$ cat config.mk
export PLATFORM = sky130hd
export DESIGN_NAME = instr_cache_refill
export DESIGN_NICKNAME = d
export VERILOG_FILES = /design/src/rtl/instr_fetch_pkg.sv /design/src/rtl/refill_block_buffer.sv /design/src/rtl/instr_cache_refill.sv
export SDC_FILE = /design/constraint.sdc
export NUM_CORES = 1
export LEC_CHECK = 0
export ABC_AREA = 1
export CAP_MARGIN = 0
export CORE_MARGIN = 2
export CORE_UTILIZATION = 30
export CTS_CLUSTER_SIZE = 20
export DETAILED_ROUTE_END_ITERATION = 10
export GPL_ROUTABILITY_DRIVEN = 0
export HOLD_SLACK_MARGIN = 0.08
export PLACE_DENSITY_LB_ADDON = 0.08
export REMOVE_ABC_BUFFERS = 1
export SLEW_MARGIN = 20
export SYNTH_ARGS = -nofsm -noshare
export SYNTH_HDL_FRONTEND = slang
export SYNTH_SLANG_ARGS = --single-unit
$ cat constraint.sdc
create_clock -name clk -period 2.4 [get_ports clk]
set_input_delay 0.36 -clock clk [delete_from_list [all_inputs] [get_ports clk]]
set_output_delay 0.36 -clock clk [all_outputs]
set_load 0.01 [all_outputs]
$ cat src/rtl/instr_fetch_pkg.sv
// Shared types and sizing for the instruction-fetch refill path.
package instr_fetch_pkg;

  typedef enum logic [2:0] {
    IDLE,
    REQ,
    FILL,
    DRAIN,
    WRITE
  } t_refill_state;

  localparam int WORD_COUNT     = 512 / 32;
  localparam int BEAT_CNT_W     = $clog2(WORD_COUNT);
  localparam int BLOCK_OFFSET_W = 6;

endpackage

$ cat src/rtl/refill_block_buffer.sv
// Assembles a cache block from memory beats; beat 0 lands in the lowest word.
module refill_block_buffer
  import instr_fetch_pkg::*;
#(
  parameter int WORD_SIZE = 32
) (
  input  logic                            clk,
  input  logic                            arstn,
  input  logic                            i_beat_we,
  input  logic                            i_cnt_clear,
  input  logic [WORD_SIZE-1:0]            i_beat_data,
  output logic [WORD_SIZE*WORD_COUNT-1:0] o_block,
  output logic [BEAT_CNT_W-1:0]           o_cnt,
  output logic                            o_last
);

  logic [WORD_SIZE*WORD_COUNT-1:0] block_d, block_q;
  logic [BEAT_CNT_W-1:0]           cnt_d, cnt_q;

  always_comb begin
    block_d = block_q;
    cnt_d   = cnt_q;
    if (i_beat_we) begin
      block_d[int'(cnt_q)*WORD_SIZE +: WORD_SIZE] = i_beat_data;
      cnt_d = cnt_q + 1'b1;
    end
    if (i_cnt_clear) begin
      cnt_d = '0;
    end
  end

  always_ff @(posedge clk or negedge arstn) begin
    if (!arstn) begin
      block_q <= '0;
      cnt_q   <= '0;
    end else begin
      block_q <= block_d;
      cnt_q   <= cnt_d;
    end
  end

  assign o_block = block_q;
  assign o_cnt   = cnt_q;
  assign o_last  = (cnt_q == BEAT_CNT_W'(WORD_COUNT - 1));

endmodule

$ cat src/rtl/instr_cache_refill.sv
// Instruction cache miss handler: requests a 16-beat burst, assembles the block
// and writes it into the cache, stalling fetch for the duration.
module instr_cache_refill
  import instr_fetch_pkg::*;
#(
  parameter int WORD_SIZE   = 32,
  parameter int BLOCK_WIDTH = 512,
  parameter int ADDR_WIDTH  = 32
) (
  input  logic                   clk,
  input  logic                   arstn,
  input  logic                   i_fetch_valid,
  input  logic [ADDR_WIDTH-1:0]  i_instr_addr,
  input  logic                   i_hit,
  input  logic                   i_instr_addr_ma,
  input  logic                   i_flush,
  output logic                   o_stall,
  output logic                   o_cache_we,
  output logic [BLOCK_WIDTH-1:0] o_cache_block,
  output logic                   o_mem_req_valid,
  input  logic                   i_mem_req_ready,
  output logic [ADDR_WIDTH-1:0]  o_mem_addr,
  input  logic                   i_mem_rvalid,
  input  logic [WORD_SIZE-1:0]   i_mem_rdata,
  input  logic                   i_mem_rerr,
  output logic                   o_fetch_fault
);

  t_refill_state         state_d, state_q;
  logic                  req_valid_d, req_valid_q;
  logic [ADDR_WIDTH-1:0] addr_d, addr_q;
  logic                  we_d, we_q;
  logic                  fault_d, fault_q;
  logic                  err_d, err_q;
  logic                  flush_pend_d, flush_pend_q;

  logic                  miss;
  logic                  beat_we;
  logic                  cnt_clear;
  logic [BEAT_CNT_W-1:0] beat_cnt;
  logic                  last_beat;

  assign miss    = i_fetch_valid & ~i_hit & ~i_instr_addr_ma & ~i_flush;
  assign beat_we = i_mem_rvalid & ((state_q == FILL) | (state_q == DRAIN));

  refill_block_buffer #(
    .WORD_SIZE(WORD_SIZE)
  ) u_buffer (
    .clk        (clk),
    .arstn      (arstn),
    .i_beat_we  (beat_we),
    .i_cnt_clear(cnt_clear),
    .i_beat_data(i_mem_rdata),
    .o_block    (o_cache_block),
    .o_cnt      (beat_cnt),
    .o_last     (last_beat)
  );

  // A flush seen while the request is pending is remembered, because the
  // request cannot be retracted and the burst must still be drained.
  always_comb begin
    state_d      = state_q;
    req_valid_d  = req_valid_q;
    addr_d       = addr_q;
    we_d         = 1'b0;
    fault_d      = 1'b0;
    err_d        = err_q;
    flush_pend_d = flush_pend_q;
    cnt_clear    = 1'b0;
    case (state_q)
      IDLE: begin
        if (miss) begin
          addr_d       = {i_instr_addr[ADDR_WIDTH-1:BLOCK_OFFSET_W], {BLOCK_OFFSET_W{1'b0}}};
          req_valid_d  = 1'b1;
          err_d        = 1'b0;
          flush_pend_d = 1'b0;
          state_d      = REQ;
        end
      end
      REQ: begin
        if (i_mem_req_ready) begin
          req_valid_d  = 1'b0;
          cnt_clear    = 1'b1;
          flush_pend_d = 1'b0;
          state_d      = (flush_pend_q | i_flush) ? DRAIN : FILL;
        end else if (i_flush) begin
          flush_pend_d = 1'b1;
        end
      end
      FILL: begin
        if (i_mem_rvalid) begin
          if (i_mem_rerr) begin
            err_d = 1'b1;
          end
          if (last_beat) begin
            if (i_flush) begin
              state_d = IDLE;
            end else if (err_q | i_mem_rerr) begin
              fault_d   = 1'b1;
              cnt_clear = 1'b1;
              state_d   = IDLE;
            end else begin
              we_d    = 1'b1;
              state_d = WRITE;
            end
          end else if (i_flush) begin
            state_d = DRAIN;
          end
        end else if (i_flush) begin
          state_d = DRAIN;
        end
      end
      DRAIN: begin
        if (i_mem_rvalid & last_beat) begin
          cnt_clear = 1'b1;
          state_d   = IDLE;
        end
      end
      WRITE: begin
        state_d = IDLE;
      end
      default: begin
        state_d = IDLE;
      end
    endcase
  end

  always_ff @(posedge clk or negedge arstn) begin
    if (!arstn) begin
      state_q      <= IDLE;
      req_valid_q  <= 1'b0;
      addr_q       <= '0;
      we_q         <= 1'b0;
      fault_q      <= 1'b0;
      err_q        <= 1'b0;
      flush_pend_q <= 1'b0;
    end else begin
      state_q      <= state_d;
      req_valid_q  <= req_valid_d;
      addr_q       <= addr_d;
      we_q         <= we_d;
      fault_q      <= fault_d;
      err_q        <= err_d;
      flush_pend_q <= flush_pend_d;
    end
  end

  // Gated by reset so every output reads 0 the moment reset is asserted.
  assign o_stall         = arstn & ((state_q != IDLE) | miss);
  assign o_mem_req_valid = req_valid_q;
  assign o_mem_addr      = addr_q;
  assign o_cache_we      = we_q;
  assign o_fetch_fault   = fault_q;

endmodule
==> impl_metrics.ini <==
[die]
io_pins = 621
die_w_um = 287
die_h_um = 287
dieArea_sq_mm = 0.0823
core_sq_mm = 0.0791
start_util_pct = 30.3
rows = 103

[synthesis]
netlist_area_sq_mm = 0.0240
yosysTopAreaCellShare_pct = 57.3
syn_avg_cell_area_sq_um = 8.25
synth_edf_count = 0
synth-async-reset-ratio_pct = 100
synth_top_cell_by_area = dfrtp_1
syn_inst = 2909
synthFlopType = dfrtp_1
ys_warn_count = 0
synth_area_leaders = dfrtp_1, nand2_1, o21ai_0, nor3_1, nand3_1
yosysMostFrequentCell = nand2_1
ys_top_cells_by_count = nand2_1, dfrtp_1, o21ai_0
ys_types = 29
ys_seq_area_share_pct = 57.3
ys_ff_latch = 550

[clock_tree]
cts_tree = done
h-tree-depth = 3
numCtsBuffers = 67
cts.path.max_buffers = 3
clkTransAtPathRegs_ns = 0.06
root_buffer = clkbuf_16
cts_sinks = 550
clock_latency_ns = 0.62

[detailed_routing]
vias = 22900
drt-total-wl_um = 108000
wire_per_inst_um = 23.6
dr.pass1.iters = 5
ant_nets = 0
viasPerCell = 4.99
drt_iter0_drc = 1710
drc_errors = 0

[global_route]
overflow = 0
grt_max_degree = 135
antenna_found_initial = 4
grt_pass1_vias = 22200
grt_pass1_wl_um = 156000
grtUsageTotal_pct = 25.5

[timing]
maxSlewViolCount = 0
worst_pin_slew_ns = 0.869
fin_hold_ws_ns = 0.287
hold_viol = 0
post-route-period-util_pct = 95.8
setup_viol = 0
max_freq_ghz = 0.435
relSlewSlack_pct = 42.0
fin_ws_ns = 0.100
period_needed_ns = 2.30
fin_skew_ns = 0.0266
rsz0062_at_grt = no

[critical_path]
path_max_fanout = 64
worstSetupPathType = reg2reg
cpLargestDelayFamily = buffers and inverters
critPathArrivalTime_ns = 2.78
cp.required_ns = 2.88
path_cells = inv_1, nand3_1, inv_1, ha_4, inv_6, nand3_2, nor2_4, buf_12, nand2_2, buf_12, nand2_1, o21ai_0
end_kind = flop
cp_slowest_cell = dfrtp_1
crit_buf_inv = 5
max_stage_delay_ns = 0.41
start_kind = flop

[worst_hold_path]
min-delay-path-class = in2reg

[final_layout]
syn2layout_area_growth_pct = 43.0
fill_cells = 7868
fin_cells = 4583
drive_gt1_share_pct = 7.81
fin_nets = 3553

[placement]
dp_cells = 4453
hpwl_um = 72000
io_buffers = 608
pre_cts_ws_ns = -0.00278

[power_and_ir_drop]
p_leak_nw = 15.6
ir_drop_uv = 938
powerDensity_mw_per_mm2 = 999
power_w = 0.0343

[run_status]
status = finished clean

[run]
drv_cap = 0
[cells by family after synthesis]
| kind of cell | share of synthesized area (%) |
|---|---|
| compound gates | 6.88 |
| xor+xnor | 0.109 |
| fa+ha+maj | 0.156 |
| buf+inv | 5.64 |
| flops | 57.3 |
| other cells | 0.0156 |
| simple gates | 29.9 |
[routing by layer]
layer / track usage [%] / vias to the layer above / part of all wire, %
li1: - / 10600 / -
met1: 33.0 / 11200 / 41
met2: 40.9 / 897 / 47
met3: 5.96 / 192 / 7.3
met4: 11.1 / 2 / 4.4
met5: 0 / - / 0.012
[worst reg2reg max path, stage by stage (launching register included)]
cell	delay, ns
dfrtp_1	0.41
inv_1	0.17
nand3_1	0.09
inv_1	0.15
ha_4	0.26
inv_6	0.13
nand3_2	0.13
nor2_4	0.16
buf_12	0.13
nand2_2	0.06
buf_12	0.16
nand2_1	0.21
o21ai_0	0.08
[placed cells by master (no fill, tap or decap), drive strengths merged, types with 2 or more instances in the layout]
cell type / instances
nand2: 1085
clkdlybuf4s50: 606
dfrtp: 550
o21ai: 290
nor3: 191
nand3: 186
nor2: 140
buf: 120
clkbuf: 106
nand4: 94
inv: 93
a21oi: 34
clkinv: 12
conb: 6
bufinv: 4
xor2: 3
ha: 3
nor4: 2
[final timing paths]
check / from / endpoint / slack (ns) / cells after the start
setup reg to reg: u_buffer.o_cnt[1]$_DFFE_PN0P_ / u_buffer.o_block[497]$_DFFE_PN0P_ / 0.10 / 12
hold reg to reg: o_mem_addr[24]$_DFFE_PN0P_ / o_mem_addr[24]$_DFFE_PN0P_ / 0.47 / 2
min in group asynchronous: arstn / u_buffer.o_block[117]$_DFFE_PN0P_ / 0.35 / 3
setup / recovery: u_buffer.o_cnt[1]$_DFFE_PN0P_ / u_buffer.o_block[497]$_DFFE_PN0P_ / 0.10 / 12
max in group asynchronous: arstn / u_buffer.o_block[393]$_DFFE_PN0P_ / 0.97 / 4
hold / removal: i_instr_addr[8] / o_mem_addr[8]$_DFFE_PN0P_ / 0.29 / 3
[power breakdown]
| group | internal (W) | total [W] | switching (W) |
|---|---|---|---|
| sequential | 0.0100 | 0.0106 | 0.000534 |
| combinational | 0.00364 | 0.0132 | 0.00952 |
| clock | 0.00635 | 0.0106 | 0.00421 |
| total | 0.0200 | 0.0343 | 0.0143 |
[repair_timing]
action	in CTS	in global routing
resized for setup	1	5
setup buffers	0	3
hold endpoints to repair	79	0
hold buffers	1	0
pin swaps	0	4
setup endpoints to repair	1	143
cloned	0	1
[area by class of cell]
class | instances | area (sq um) | area share, %
timing repair buffer | 729 | 7580 | 22.1
sequential | 550 | 13800 | 40.1
tap | 1050 | 1310 | 3.83
multi-input combinational | 2039 | 9030 | 26.3
clock buffer | 105 | 2060 | 6.01
clock inverter | 19 | 229 | 0.667
antenna | 1 | 2.50 | 0.00729
inverter | 90 | 355 | 1.03
[flip-flops by register name (all words and copies together) (netlist names)]
signal / cells
state_q: 3
err_q: 1
u_buffer.o_block: 512
o_mem_req_valid: 1
o_mem_addr: 26
flush_pend_q: 1
o_cache_we: 1
u_buffer.o_cnt: 4
o_fetch_fault: 1
[through the flow]
| step | TNS [ns] | utilization (%) | area (sq um) |
|---|---|---|---|
| floorplan | -2921.65 | - | 23000 |
| global placement | -0.0533 | 40.4 | 32000 |
| detailed placement | -0.00430 | 40.4 | 32000 |
| CTS | 0 | 43.3 | 34300 |
| global route | 0 | 43.4 | 34300 |
| finish | 0 | 43.4 | 34300 |
Note: power is estimated with default switching activity, not from simulation.
